### config.mk
export PLATFORM = sky130hd
export DESIGN_NAME = sevenseg_scan_reader
export DESIGN_NICKNAME = d
export VERILOG_FILES = /design/src/rtl/sevenseg_scan_reader.sv
export SDC_FILE = /design/constraint.sdc
export NUM_CORES = 1
export LEC_CHECK = 0
export BUFFER_PORTS_ARGS = -buffer_cell sky130_fd_sc_hd__buf_2
export CORE_MARGIN = 2
export CORE_UTILIZATION = 60
export DETAILED_ROUTE_END_ITERATION = 16
export PLACE_DENSITY = 0.77
export SLEW_MARGIN = 20
export SYNTH_ARGS = -nofsm -noshare
export SYNTH_HDL_FRONTEND = slang
export SYNTH_SLANG_ARGS = --single-unit
### constraint.sdc
create_clock -name clk -period 4.75 [get_ports clk]
set_input_delay 0.2375 -clock clk [delete_from_list [all_inputs] [get_ports clk]]
set_output_delay 0.2375 -clock clk [all_outputs]
set_load 0.02 [all_outputs]
### src/rtl/sevenseg_scan_reader.sv
// Receive side of the multiplexed seven-segment display path. It samples the
// active-low segment and anode bus, waits for each digit to settle, and decodes it back to BCD.
module sevenseg_scan_reader #(
    parameter int SETTLE_CYCLES = 4,
    parameter int CNT_W         = 8
) (
    input  logic        clk,
    input  logic        rst,
    input  logic [7:0]  seg_in,
    input  logic [3:0]  an_in,
    output logic [15:0] digits,
    output logic [3:0]  digit_ok,
    output logic [3:0]  err_mark,
    output logic        frame_valid,
    output logic        frame_changed,
    output logic        cap_strobe,
    output logic [1:0]  cap_index
);

    typedef enum logic [1:0] {
        IDLE,
        SETTLE,
        HELD
    } state_t;

    // Returns {nibble, ok, err}. Only exact encoder patterns are accepted, so a lit dp is unknown.
    function automatic logic [5:0] decode_seg(input logic [7:0] seg);
        logic [5:0] res;
        case (seg)
            8'b00000011: res = {4'h0, 2'b10};
            8'b10011111: res = {4'h1, 2'b10};
            8'b00100101: res = {4'h2, 2'b10};
            8'b00001101: res = {4'h3, 2'b10};
            8'b10011001: res = {4'h4, 2'b10};
            8'b01001001: res = {4'h5, 2'b10};
            8'b01000001: res = {4'h6, 2'b10};
            8'b00011111: res = {4'h7, 2'b10};
            8'b00000001: res = {4'h8, 2'b10};
            8'b00011001: res = {4'h9, 2'b10};
            8'b11111110: res = {4'hF, 2'b01};
            default:     res = {4'hF, 2'b00};
        endcase
        return res;
    endfunction

    state_t      state_q, state_d;
    logic [7:0]  seg_s1_q, seg_s1_d, seg_s2_q, seg_s2_d, seg_prev_q, seg_prev_d;
    logic [3:0]  an_s1_q, an_s1_d, an_s2_q, an_s2_d, an_prev_q, an_prev_d;
    logic [CNT_W-1:0] cnt_q, cnt_d;
    logic [3:0]  captured_q, captured_d;
    logic [15:0] stage_digits_q, stage_digits_d;
    logic [3:0]  stage_ok_q, stage_ok_d;
    logic [3:0]  stage_err_q, stage_err_d;
    logic [15:0] digits_q, digits_d;
    logic [3:0]  digit_ok_q, digit_ok_d;
    logic [3:0]  err_mark_q, err_mark_d;
    logic        frame_valid_q, frame_valid_d;
    logic        frame_changed_q, frame_changed_d;
    logic        cap_strobe_q, cap_strobe_d;
    logic [1:0]  cap_index_q, cap_index_d;
    logic        first_q, first_d;

    logic        an_valid;
    logic [1:0]  an_idx;
    logic        changed;
    logic [CNT_W-1:0] cnt_next;
    logic [3:0]  dec_nib;
    logic        dec_ok;
    logic        dec_err;
    logic        do_capture;

    always_comb begin
        seg_s1_d        = seg_in;
        seg_s2_d        = seg_s1_q;
        seg_prev_d      = seg_s2_q;
        an_s1_d         = an_in;
        an_s2_d         = an_s1_q;
        an_prev_d       = an_s2_q;
        state_d         = state_q;
        cnt_d           = cnt_q;
        captured_d      = captured_q;
        stage_digits_d  = stage_digits_q;
        stage_ok_d      = stage_ok_q;
        stage_err_d     = stage_err_q;
        digits_d        = digits_q;
        digit_ok_d      = digit_ok_q;
        err_mark_d      = err_mark_q;
        frame_valid_d   = 1'b0;
        frame_changed_d = 1'b0;
        cap_strobe_d    = 1'b0;
        cap_index_d     = cap_index_q;
        first_d         = first_q;
        do_capture      = 1'b0;

        an_valid = 1'b1;
        an_idx   = 2'd0;
        case (an_s2_q)
            4'b1110: an_idx = 2'd0;
            4'b1101: an_idx = 2'd1;
            4'b1011: an_idx = 2'd2;
            4'b0111: an_idx = 2'd3;
            default: an_valid = 1'b0;
        endcase

        changed  = (an_s2_q != an_prev_q) || (seg_s2_q != seg_prev_q);
        cnt_next = changed ? CNT_W'(1) : cnt_q + CNT_W'(1);
        {dec_nib, dec_ok, dec_err} = decode_seg(seg_s2_q);

        // From IDLE the counter is 0, so cnt_next is 1 whether or not the bus changed.
        if (!an_valid) begin
            state_d = IDLE;
            cnt_d   = '0;
        end else if (state_q == HELD && !changed) begin
            state_d = HELD;
        end else begin
            cnt_d = cnt_next;
            if (cnt_next == CNT_W'(SETTLE_CYCLES)) begin
                do_capture = 1'b1;
                state_d    = HELD;
            end else begin
                state_d = SETTLE;
            end
        end

        if (captured_q == 4'b1111) begin
            frame_valid_d   = 1'b1;
            frame_changed_d = first_q || (stage_digits_q != digits_q);
            first_d         = 1'b0;
            digits_d        = stage_digits_q;
            digit_ok_d      = stage_ok_q;
            err_mark_d      = stage_err_q;
            captured_d      = 4'b0000;
        end

        // Applied after the frame clear so a capture on the frame edge starts the next frame.
        if (do_capture) begin
            captured_d[an_idx]                  = 1'b1;
            stage_digits_d[{an_idx, 2'b00} +: 4] = dec_nib;
            stage_ok_d[an_idx]                  = dec_ok;
            stage_err_d[an_idx]                 = dec_err;
            cap_strobe_d                        = 1'b1;
            cap_index_d                         = an_idx;
        end
    end

    always_ff @(posedge clk) begin
        if (rst) begin
            state_q         <= IDLE;
            seg_s1_q        <= '0;
            seg_s2_q        <= '0;
            seg_prev_q      <= '0;
            an_s1_q         <= '0;
            an_s2_q         <= '0;
            an_prev_q       <= '0;
            cnt_q           <= '0;
            captured_q      <= '0;
            stage_digits_q  <= '0;
            stage_ok_q      <= '0;
            stage_err_q     <= '0;
            digits_q        <= '0;
            digit_ok_q      <= '0;
            err_mark_q      <= '0;
            frame_valid_q   <= 1'b0;
            frame_changed_q <= 1'b0;
            cap_strobe_q    <= 1'b0;
            cap_index_q     <= '0;
            first_q         <= 1'b1;
        end else begin
            state_q         <= state_d;
            seg_s1_q        <= seg_s1_d;
            seg_s2_q        <= seg_s2_d;
            seg_prev_q      <= seg_prev_d;
            an_s1_q         <= an_s1_d;
            an_s2_q         <= an_s2_d;
            an_prev_q       <= an_prev_d;
            cnt_q           <= cnt_d;
            captured_q      <= captured_d;
            stage_digits_q  <= stage_digits_d;
            stage_ok_q      <= stage_ok_d;
            stage_err_q     <= stage_err_d;
            digits_q        <= digits_d;
            digit_ok_q      <= digit_ok_d;
            err_mark_q      <= err_mark_d;
            frame_valid_q   <= frame_valid_d;
            frame_changed_q <= frame_changed_d;
            cap_strobe_q    <= cap_strobe_d;
            cap_index_q     <= cap_index_d;
            first_q         <= first_d;
        end
    end

    assign digits        = digits_q;
    assign digit_ok      = digit_ok_q;
    assign err_mark      = err_mark_q;
    assign frame_valid   = frame_valid_q;
    assign frame_changed = frame_changed_q;
    assign cap_strobe    = cap_strobe_q;
    assign cap_index     = cap_index_q;

endmodule

==> results.cfg <==
[clock_network]
cts_buffer_depth = 2
h-tree-depth = 3
hold_buffers = 0
cts_buffers = 9
cts-resized-gates = 0
cts_tree = yes
ctsRootBufferMaster = clkbuf_8
clkLatencyLatePin_ns = 0.37
postCtsSetupBuffers = 0
clock_sinks = 104
clkTransAtPathRegs_ns = 0.10

[synth]
synth_nets = 505
ys_types = 46
syn-cell-area_um2 = 4352
synth_area_leader_cell = dfxtp_1
syn_avg_cell_area_um2 = 9.010
yosys_warnings = 0
synth-seq-cells = 104
synth_area_leaders = dfxtp_1 48%, nand2_1 8.8%, xor2_1 7.2%
ys_seq_area_share_pct = 47.84
async_reset_ff_share_pct = 0
synth_top_flop_cell = dfxtp_1
netlist.area_leader.share_pct = 47.84
synth_cells = 483
synth_edf_count = 0

[worst_hold_path]
hp-class = input pin to flip-flop

[status]
status = completed

[place]
dp_hpwl_mm = 5.569
globalplace.congestion = 0.9353
portBuffers = 42
place_area_um2 = 4584

[routing]
wirelength_met1_mm = 3.904
drt_wl_total_mm = 7.965
top_layer_used = met4
drc = 0
vias_per_cell = 5.414
drt-wirelength-per-cell_um = 12.97
wl_met2_mm = 3.672
ant_nets = 0
drt_first_pass_iters = 4
vias = 3324
first_iter_violations = 154
met3WireLength_um = 218

[critical_path]
cp-endpoint = stage_digits_q[11]
r2r-end = stage_digits_q[11]
critPathRequiredTime_ns = 5.04
r2r_slack_ns = 1.82
reg2regPathDepth = 7
worst-path-max-fanout = 17
worstReg2RegStart = cnt_q[1]
crit_path_end_kind = flip-flop
start_kind = flip-flop
crit_type = flip-flop to flip-flop
critPathLaunch = cnt_q[1]
arrival_ns = 3.22

[floorplan]
die_w_um = 89.17
num_rows = 31
die_area_um2 = 7950
die_y_um = 89.17
boundaryPins = 43
initial_core_util_pct = 60.97
coreArea_um2 = 7137

[run]
maxCapViolations = 0

[timing]
final_hold_viol_count = 0
tightest_slew_ns = 0.8622
clock_skew_ns = 0.007952
finalSetupViolCount = 0
max_freq_mhz = 341.5
timing.final.crit_share_pct = 61.65
finalMaxSlewViolations = 0
rsz0062_at_grt = false
setup_tns_ns = 0
finalCriticalPeriod_ns = 2.928
relSlewSlack_pct = 42.52

[layout]
layout_common_cells = 104 x dfxtp_1, 102 x nand2_1, 42 x buf_2, 37 x nor2b_1, 36 x xor2_1
num_antenna_cells = 0
layout-drive-gt1-share_pct = 12.62
final_common_cell = dfxtp_1
area_growth_pct = 10.58
fin_nets = 532
fill_cells = 628
fin_area_um2 = 4812

[grt]
grt_usage_pct = 21.36
antenna_found_initial = 0
grt_pass1_wl_mm = 13.27
grt_start_max_net_pins = 52
grt_overflow = 0
grt_pass1_vias = 2963

[power_and_ir_drop]
p_leak_nw = 2.122
powerDensity_nw_per_um2 = 324.0
ir_drop_uv = 228.3
finalPower_mw = 1.559
==> per-layer routing <==
metal	vias up	global-route usage, %
met1	1569	28.49
met3	17	3.970
li1	1683	-
met4	0	10.31
met2	55	33.47
met5	-	0
==> per-stage QoR <==
step           util [%]  setup slack [ns]  hold WS, ns  std cells
6_report          67.43             1.822      0.07803        614
5_1_grt           67.43             1.575      0.07423        614
4_1_cts           67.43             1.831      0.05993        614
3_5_place_dp      64.24             1.977       0.4248        598
3_3_place_gp      64.08             2.062       0.4173        597
2_1_floorplan         -             2.604       0.3657        483
==> worst min-delay path by stage <==
stage	startpoint	to	slack, ns	depth (start not counted)
after floorplan	an_in[0]	an_s1_q[0]	0.37	1
after global placement	seg_s1_q[0]	seg_prev_d[0]	0.42	1
after global routing	an_in[1]	an_s1_q[1]	0.07	2
final	an_in[2]	an_s1_q[2]	0.08	2
after detailed placement	an_s1_q[0]	an_prev_d[0]	0.42	1
after CTS	an_in[2]	an_s1_q[2]	0.06	2
==> synthesized netlist by cell type (2+ instances only) <==
cell and n:
dfxtp_1 104, nand2_1 102, nor2b_1 37, xor2_1 36
a21oi_1 34, mux2i_1 23, clkbuf_1 19, nor2_1 19
nand3_1 12, ha_1 8, nor4_1 7, buf_2 6
nand4_1 6, and3_1 5, inv_1 5, nor3_1 5
xnor2_1 5, a311oi_1 4, nand2b_1 4, nand4b_1 4
nor3b_1 4, a31oi_1 3, o21ai_0 3, and4b_1 2
buf_1 2, nor4b_1 2, o211ai_1 2, o31a_1 2
==> logic make-up (layout without fill, tap and decap cells) <==
group / Yosys count / count (layout) / synth area share, %
DFF: 104 / 104 / 47.84
and+or+nand+nor: 216 / 216 / 24.99
xor gates and xnor gates: 41 / 41 / 8.252
adders and majority gates: 8 / 8 / 2.300
buffers and inverters: 34 / 66 / 3.278
muxes: 23 / 23 / 5.290
AOI/OAI and AO/OA: 57 / 57 / 8.051
==> sequential cells by signal, summed over array words and instances (netlist names), 2 cells and up <==
| register | cells |
|---|---|
| an_prev_d | 4 |
| an_prev_q | 4 |
| an_s1_q | 4 |
| cap_index | 2 |
| captured_q | 4 |
| cnt_q | 8 |
| digit_ok | 4 |
| digits | 16 |
| err_mark | 4 |
| seg_prev_d | 8 |
| seg_prev_q | 8 |
| seg_s1_q | 8 |
| stage_digits_q | 16 |
| stage_err_q | 4 |
| stage_ok_q | 4 |
| state_q | 2 |
==> cell type report <==
class	count	area, um2	share of cell area (%)
Multi-Input combinational cell	345	2127	44.20
Sequential cell	104	2082	43.27
Timing Repair Buffer	44	229.0	4.758
Clock buffer	10	137.6	2.860
Tap cell	99	123.9	2.574
Clock inverter	6	90.09	1.872
Inverter	6	22.52	0.4680
==> where the power goes <==
group	internal (mW)	switching (mW)	leakage, nW
Sequential	0.883	0.0114	0.844
Clock	0.314	0.298	0.113
Combinational	0.0223	0.0300	1.17
==> worst max-delay path, stage by stage (launching register included) <==
cell     delay [ns]
dfxtp_1        0.42
ha_1           0.25
and3_1         0.22
a31oi_1        0.10
nor4b_1        0.47
nor4b_4        0.80
nand2_1        0.34
mux2i_1        0.25
(Power assumes the default switching activity.)
